`src/rtl/router_pkg.sv`:
```
// router_pkg: shared defaults and helpers for the router synchroniser slice.
//   ROUTER_NUM_CH   default number of output channels
//   ROUTER_TIMEOUT  default stall timeout in cycles
//   ROUTER_MAX_CH   upper bound on channel count (one-hot decode width)
//   onehot_dec()    address -> one-hot channel select (ROUTER_MAX_CH wide)
//   cnt_width()     stall-counter width able to hold 0..timeout
package router_pkg;

  localparam int unsigned ROUTER_NUM_CH  = 3;
  localparam int unsigned ROUTER_TIMEOUT = 30;
  localparam int unsigned ROUTER_MAX_CH  = 16;

  function automatic logic [ROUTER_MAX_CH-1:0] onehot_dec(input logic [3:0] idx);
    logic [ROUTER_MAX_CH-1:0] sel;
    sel      = '0;
    sel[idx] = 1'b1;
    return sel;
  endfunction

  function automatic int unsigned cnt_width(input int unsigned timeout);
    return $clog2(timeout + 1);
  endfunction

endpackage

```
`src/rtl/router_sync_timer.sv`:
```
// router_sync_timer: one channel's stall counter and soft-reset register.
// Counts consecutive edges where the channel holds valid data that is not
// being read; on the TIMEOUT-th such edge it pulses soft_reset_o for one
// cycle and restarts counting from zero.
// Ports:
//   clock         system clock, rising edge
//   resetn        asynchronous active-low reset
//   vld_i         channel has data (FIFO not empty)
//   read_enb_i    downstream read enable for this channel
//   soft_reset_o  registered one-cycle soft-reset pulse
module router_sync_timer
  import router_pkg::*;
#(
  parameter int unsigned TIMEOUT = ROUTER_TIMEOUT
) (
  input  logic clock,
  input  logic resetn,
  input  logic vld_i,
  input  logic read_enb_i,
  output logic soft_reset_o
);

  localparam int unsigned CW = cnt_width(TIMEOUT);

  logic [CW-1:0] cnt_q, cnt_d;
  logic          pulse_q, pulse_d;

  always_comb begin
    cnt_d   = '0;
    pulse_d = 1'b0;
    if (vld_i && !read_enb_i) begin
      // Reaching TIMEOUT wraps straight back to zero on the same edge.
      if (cnt_q == CW'(TIMEOUT - 1)) begin
        pulse_d = 1'b1;
      end else begin
        cnt_d = cnt_q + CW'(1);
      end
    end
  end

  always_ff @(posedge clock or negedge resetn) begin
    if (!resetn) begin
      cnt_q   <= '0;
      pulse_q <= 1'b0;
    end else begin
      cnt_q   <= cnt_d;
      pulse_q <= pulse_d;
    end
  end

  assign soft_reset_o = pulse_q;

endmodule

```
`src/rtl/router_sync_multi.sv`:
```
// router_sync_multi: parametrised synchroniser between the router FSM and
// NUM_CH output FIFOs. Latches the destination address on detect_add,
// steers write_enb_reg to the addressed FIFO, reflects that FIFO's full
// flag, drives vld_out from the empty flags and issues per-channel soft
// resets when a channel stalls unread for TIMEOUT cycles.
// Optional feature macro: ROUTER_SYNC_ADDR_ERR_EN adds the registered
// addr_err output flagging an out-of-range destination address.
// Ports:
//   clock, resetn   clock (rising edge), asynchronous active-low reset
//   detect_add      header-detect strobe
//   data_in         destination address field (AW bits)
//   write_enb_reg   FSM write request
//   full, empty     per-FIFO status flags
//   read_enb        per-FIFO downstream read enables
//   write_enb       one-hot FIFO write enable
//   fifo_full       full flag of the addressed FIFO
//   vld_out         per-channel data valid
//   soft_reset      per-FIFO soft-reset pulse
//   addr_err        invalid-address flag (ROUTER_SYNC_ADDR_ERR_EN only)
module router_sync_multi
  import router_pkg::*;
#(
  parameter int unsigned NUM_CH  = ROUTER_NUM_CH,
  parameter int unsigned TIMEOUT = ROUTER_TIMEOUT,
  localparam int unsigned AW     = $clog2(NUM_CH)
) (
  input  logic              clock,
  input  logic              resetn,
  input  logic              detect_add,
  input  logic [AW-1:0]     data_in,
  input  logic              write_enb_reg,
  input  logic [NUM_CH-1:0] full,
  input  logic [NUM_CH-1:0] empty,
  input  logic [NUM_CH-1:0] read_enb,
  output logic [NUM_CH-1:0] write_enb,
  output logic              fifo_full,
  output logic [NUM_CH-1:0] vld_out,
  output logic [NUM_CH-1:0] soft_reset
`ifdef ROUTER_SYNC_ADDR_ERR_EN
  ,
  output logic              addr_err
`endif
);

  logic [AW-1:0]     addr_q, addr_d;
  logic              addr_ok_q, addr_ok_d;
  logic              data_ok;
  logic [NUM_CH-1:0] sel;

  assign data_ok = (32'(data_in) < NUM_CH);

  always_comb begin
    addr_d    = addr_q;
    addr_ok_d = addr_ok_q;
    if (detect_add) begin
      addr_d    = data_in;
      addr_ok_d = data_ok;
    end
  end

  always_ff @(posedge clock or negedge resetn) begin
    if (!resetn) begin
      addr_q    <= '0;
      addr_ok_q <= 1'b0;
    end else begin
      addr_q    <= addr_d;
      addr_ok_q <= addr_ok_d;
    end
  end

  // Decode from the registered address only, so a detect_add in the same
  // cycle as a write still steers by the previously latched destination.
  always_comb begin
    sel = '0;
    if (addr_ok_q) begin
      sel = NUM_CH'(onehot_dec(4'(addr_q)));
    end
  end

  assign write_enb = write_enb_reg ? sel : '0;
  // Masked reduction avoids indexing full[] with an out-of-range address.
  assign fifo_full = |(full & sel);
  assign vld_out   = ~empty;

  for (genvar i = 0; i < NUM_CH; i++) begin : g_timer
    router_sync_timer #(
      .TIMEOUT (TIMEOUT)
    ) u_timer (
      .clock        (clock),
      .resetn       (resetn),
      .vld_i        (vld_out[i]),
      .read_enb_i   (read_enb[i]),
      .soft_reset_o (soft_reset[i])
    );
  end

`ifdef ROUTER_SYNC_ADDR_ERR_EN
  logic addr_err_q;

  always_ff @(posedge clock or negedge resetn) begin
    if (!resetn) begin
      addr_err_q <= 1'b0;
    end else if (detect_add) begin
      addr_err_q <= ~data_ok;
    end
  end

  assign addr_err = addr_err_q;
`endif

endmodule

```
`config.mk`:
```
export PLATFORM = sky130hd
export DESIGN_NAME = router_sync_multi
export DESIGN_NICKNAME = d
export VERILOG_FILES = /design/src/rtl/router_pkg.sv /design/src/rtl/router_sync_timer.sv /design/src/rtl/router_sync_multi.sv
export SDC_FILE = /design/constraint.sdc
export NUM_CORES = 1
export LEC_CHECK = 0
export CELL_PAD_IN_SITES_DETAIL_PLACEMENT = 1
export CELL_PAD_IN_SITES_GLOBAL_PLACEMENT = 1
export CORE_UTILIZATION = 45
export CTS_BUF_LIST = sky130_fd_sc_hd__clkbuf_8 sky130_fd_sc_hd__clkbuf_16
export CTS_CLUSTER_DIAMETER = 150
export DETAILED_ROUTE_END_ITERATION = 10
export DONT_BUFFER_PORTS = 1
export PLACE_DENSITY = 0.77
export SYNTH_ARGS = -nofsm -noshare
export SYNTH_HDL_FRONTEND = slang
export SYNTH_SLANG_ARGS = --single-unit
```
`constraint.sdc`:
```
create_clock -name clock -period 1.4 [get_ports clock]
set_clock_uncertainty 0.2 [all_clocks]
set_input_delay 0.21 -clock clock [delete_from_list [all_inputs] [get_ports clock]]
set_output_delay 0.21 -clock clock [all_outputs]
set_load 0.01 [all_outputs]
```
# Word level (Yosys, flattened, before mapping)
# Index checks and enable logic that the tools add are counted.
dict set report totals {
  out_inout_bits 10
  inputBits 15
  word_cells 43
  regBits 21
}
dict set report classes {
  bitwise_logic 2
  n_reduce_logical 8
  order_cmp 3
  n_mux 16
  n_addsub 3
  eq_ne 3
}
# cell n
set op_table {}
lappend op_table {{$mux W5} 6}
lappend op_table {{$add A5 B1 Y5 const B} 3}
lappend op_table {{$eq A5 B5 Y1 const B} 3}
lappend op_table {{$mux W1} 7}
lappend op_table {{$mux W3} 2}
lappend op_table {{$lt A2 B5 Y1 const B} 1}
lappend op_table {{$logic_and A1 B1 Y1} 4}
lappend op_table {{$and A3 B3 Y3} 1}
lappend op_table {{$logic_not A1 Y1} 3}
lappend op_table {{$not A3 Y3} 1}
lappend op_table {{$reduce_or A3 Y1} 1}
lappend op_table {{$demux W1 S2} 1}
lappend op_table {{$ge A2 B1 Y1 const B} 1}
lappend op_table {{$lt A2 B2 Y1 const B} 1}

# Logic depth before layout (Yosys ltp)
dict set report logic_depth {
  ltp_word 7
  mapped_depth 5
  mapped_depth_nobuf 5
}

# Cells and area by module
# Synthesis repeated with hierarchy kept, for this count alone.
dict set report hier_totals {
  hier_cells 85
  hier_area_um2 945.9
}
# mod n_inst area_each_um2 seq_area_each_um2 cells_per_inst
set modules_own_cells {}
lappend modules_own_cells {router_sync_timer 3 255.2 150.1 22}
lappend modules_own_cells {router_sync_multi 1 180.2 75.1 19}

# Worst setup path after synthesis
# Ideal clock, no wire load.
dict set report synth_path {
  kind {register to output}
  start {register addr_q[0]}
  end {output port fifo_full}
  arrival_time_ns 0.803
  setup_slack_ns 0.187
  path_buffers 0
  stages_incl_launch_ff 4
  required_time_ns 0.990
  cell_sequence {dfrtp_1 -> mux2i_1 -> o21ai_1 -> and2_1}
}
dict set report synth_via {
  elab_chain_len 7
  elab_cells_between_ends 8
  cone_classes {2 x order compare; 3 x mux; 1 x bitwise; 2 x reduce/logical}
}
# element line_no
set synth_rtl {}
lappend synth_rtl {{start: declaration} router_sync_multi.sv:45} ;# logic [AW-1:0] addr_q, addr_d;
lappend synth_rtl {{start signal: assignment} router_sync_multi.sv:66} ;# addr_q <= addr_d;
lappend synth_rtl {{$lt A2 B5 Y1 (not written as such) / $ge A2 B1 Y1 (equally long branches)} router_pkg.sv:16} ;# sel[idx] = 1'b1;
lappend synth_rtl {{$logic_and A1 B1 Y1 (not written as such)} router_pkg.sv:16}
lappend synth_rtl {{$mux W1 (not written as such)} router_pkg.sv:16}
lappend synth_rtl {{$demux W1 S2 *} router_pkg.sv:16}
lappend synth_rtl {{$mux W3 *} router_sync_multi.sv:75} ;# if (addr_ok_q) begin
lappend synth_rtl {{$and A3 B3 Y3 *} router_sync_multi.sv:82} ;# assign fifo_full = |(full & sel);
lappend synth_rtl {{$reduce_or A3 Y1 *} router_sync_multi.sv:82}
lappend synth_rtl {{end: declaration} router_sync_multi.sv:36} ;# output logic fifo_full,
# Every way passes the cells marked *; elsewhere a longest branch is shown, timed or not.

# Worst setup path in the final report
dict set report layout_path {
  start {register addr_ok_q}
  end {output port write_enb[2]}
}
dict set report layout_via {
  elab_chain_len 2
}
# element line_no
set layout_rtl {}
lappend layout_rtl {{start: declaration} router_sync_multi.sv:46} ;# logic addr_ok_q, addr_ok_d;
lappend layout_rtl {{start signal: assignment} router_sync_multi.sv:67} ;# addr_ok_q <= addr_ok_d;
lappend layout_rtl {{$mux W3} router_sync_multi.sv:75}
lappend layout_rtl {{$mux W3} router_sync_multi.sv:80} ;# assign write_enb = write_enb_reg ? sel : '0;
lappend layout_rtl {{end: declaration} router_sync_multi.sv:35} ;# output logic [NUM_CH-1:0] write_enb,
# No other way between the ends.

==> results by group <==
Synth
  – #FFs+latches synth: 21
  – Synth Area in Simple Gates: 0.189
  – Post-synthesis xor/xnor area fraction: 0.0809
  – Post-synth top area share: 0.539
  – Compound-Gate Fraction of Synth Area: 0.0116
  – Post-Synth Adder-Cell Area: 0.0770
  – Seq/Total Area, Yosys: 0.539
  – Async set-reset flop share out of synthesis: 1.00
  – Largest family of logic cells by synthesized area: simple AND/OR/NAND/NOR gates
  – Syn. warnings: 0
  – Post-Syn Area: 975 um^2
  – Most used DFF post-synth: dfrtp_1
  – Syn Nets: 114
  – Post-Syn Instances: 93
  – Top-count cell post-synth: dfrtp_1
  – Ranking of synthesized cells by area: dfrtp_1 (54%), ha_1 (7.7%), nor2_1 (7.3%)
  – Synth cell count leaders: dfrtp_1 (21), nor2_1 (19)
  – Area leader, netlist: dfrtp_1
  – Mux cell area share after synthesis: 0.0334
  – Mean area per synthesized cell: 10.5 um^2
  – Unique masters post-synth: 18
  – Post-synth EDFFs: 0

Finish
  – FF/Latch Area: 527 um^2
  – Diode count: 0
  – Fillers: 220
  – Design area: 0.00115 mm^2
  – Share of cells above drive strength 1: 0.0874
  – Area of the multi-input gates: 394 um^2
  – Nets: 125
  – Layout area overhead: 17.6%

Drt
  – Detailed Routing Iterations Pass 1: 3
  – Post-DRT Antenna Nets: 0
  – Initial DRC count: 3
  – Vias: 653
  – DRC viols: 0
  – Final wirelength: 1.92 mm
  – Vias/cell: 5.02
  – Wire per inst: 14.8 um

Die
  – Initial Util: 0.487
  – Height of the die: 48.5 um
  – Die W: 48.5 um
  – Core area: 0.00200 mm^2
  – Top Ports: 25
  – DIE AREA: 0.00236 mm^2
  – Row cnt: 16

Global route
  – Total Routing Usage GR: 0.181
  – Initial antenna violation count: 0
  – GRT overflow: 0
  – First-pass GRT wire length: 3.21 mm
  – Vias in the first global route: 714
  – Largest net degree at the start of global routing: 22

Timing
  – Min Tclk post-route: 1.51 ns
  – Setup violators final: 4
  – Final hold vios: 21
  – Setup repair after global routing missed its margin: true
  – Fin Setup TNS: -0.319 ns
  – Fin. max-slew vios: 0
  – Fmax: 664 MHz
  – Setup WS post-layout: -0.107 ns
  – Worst Tran Pin Value: 0.940 ns
  – WHS: -0.0360 ns
  – Slew headroom: 0.373
  – Final period utilization: 1.08

Critical path
  – CP Max Fanout: 3
  – WP data arrival: 1.10 ns
  – Slowest stage delay, CP: 0.40 ns
  – Worst path required time: 0.99 ns
  – Worst setup EP type: output pin
  – Crit path max-delay cell type: dfrtp_1
  – Worst path cell trace: nand2_2 -> nor3b_1
  – Worst R2R Start: g_timer[2].u_timer.cnt_q[0]$_DFF_PN0_
  – Setup slack, reg-to-reg: 0.09 ns
  – Worst r2r dst: g_timer[2].u_timer.cnt_q[4]$_DFF_PN0_
  – Critical Path Start: addr_ok_q$_DFFE_PN0P_
  – CP Class: flip-flop to output pin
  – Critical Path Start Type: flip-flop
  – Largest delay share family, worst path: simple AND/OR/NAND/NOR gates
  – Path depth of the worst reg2reg path: 4
  – Buf/Inv on CP: 0

Run status
  – Violated checks: hold timing, setup timing
  – Status: complete, but fails checks

Job
  – Max Cap Violations: 0

Power and ir drop
  – Maximum vdd drop: 0.587 mV
  – PwrDens: 989 mW/mm^2
  – Leakage: 0.529 nW

CTS
  – Max Buffers Root-to-Sink: 2
  – Clock Tree Root: clkbuf_8
  – Clock-pin slew on the worst setup and hold paths: 0.08 ns
  – CTS H-tree depth: 1
  – Clock sinks: 21
  – TritonCTS clock tree: built
  – Clk Latency, worst-skew pair: 0.26 ns
  – Cts bufs inserted: 3

Placement
  – Dpl cell area: 963 um^2
  – Port bufs: 0
  – DPL Wire Length: 1.26 mm
  – Routability cong.: 0.780

Worst hold path
  – Tightest Hold Check Type: input port to asynchronous set/reset pin
sequential cells by signal, indices dropped and copies added, names as in the netlist:
signal / cells
g_timer.u_timer.soft_reset_o: 3
g_timer.u_timer.cnt_q: 15
addr_ok_q: 1
addr_q: 2
logic make-up (layout without fill, tap and decap cells):
family / count (synthesis) / after routing
xor+xnor: 9 / 9
compound gates: 2 / 2
mux: 3 / 3
simple gates: 40 / 40
buf+inv: 12 / 22
fa+ha+maj: 6 / 6
flops: 21 / 21
repair_timing:
item,CTS,global route
pin swaps,2,1
hold buffers,10,2
buffers inserted,0,0
resized for setup,3,3
endpoints found under the hold margin,27,4
setup endpoints to repair,4,30
area by class of cell:
cell class,instances,share of cell area
Multi-Input combinational cell,60,0.344
Clock buffer,3,0.0360
Clock inverter,1,0.00437
Tap cell,27,0.0295
Sequential cell,21,0.460
Timing Repair Buffer,12,0.107
Inverter,6,0.0197
cell usage in the layout, fill, tap and decap left out, types with 2 or more instances in the layout:
master and count:
nand4_1 3, dlygate4sd3_1 11, clkbuf_8 3, dfrtp_1 20, inv_1 6, nor2_1 19
ha_1 6, nor3_1 4, nand2_2 2, xor2_1 6, nand3_1 6, mux2_1 2
xnor2_1 3, nand2_1 2
stage by stage:
stage	worst slack [ns]	cells	hold slack (ns)	utilization	power, mW
after floorplan	0.187	93	-0.286	-	0.703
after global placement	0.142	114	-0.285	0.481	0.707
after detailed placement	0.0461	114	-0.285	0.481	0.711
after CTS	-0.134	128	0.00795	0.559	1.14
after global routing	-0.161	130	0.0333	0.573	1.18
final	-0.107	130	-0.0360	0.573	1.13
metal layers:
layer | vias to the layer above | track usage | part of all wire
met4 | 0 | 0.0588 | 0.0068
met2 | 7 | 0.343 | 0.57
met3 | 2 | 0.0283 | 0.015
li1 | 315 | - | -
met1 | 329 | 0.205 | 0.41
met5 | - | 0 | 0
where the power goes:
| group | total (mW) | switching [mW] | internal [mW] | leakage [nW] |
|---|---|---|---|---|
| Combinational | 0.106 | 0.0540 | 0.0522 | 0.223 |
| Clock | 0.385 | 0.187 | 0.198 | 0.0255 |
| Sequential | 0.643 | 0.0198 | 0.623 | 0.281 |
| Total | 1.13 | 0.261 | 0.873 | 0.529 |
worst max-delay path by stage:
stage	endpoint	slack (ns)	depth (start not counted)
2_1_floorplan	fifo_full	0.19	3
3_3_place_gp	g_timer[2].u_timer.cnt_q[3]$_DFF_PN0_	0.14	4
3_5_place_dp	g_timer[2].u_timer.cnt_q[4]$_DFF_PN0_	0.05	4
4_1_cts	fifo_full	-0.13	3
5_1_grt	fifo_full	-0.16	3
6_report	write_enb[2]	-0.11	2
Power figures use the tool's default switching activity.
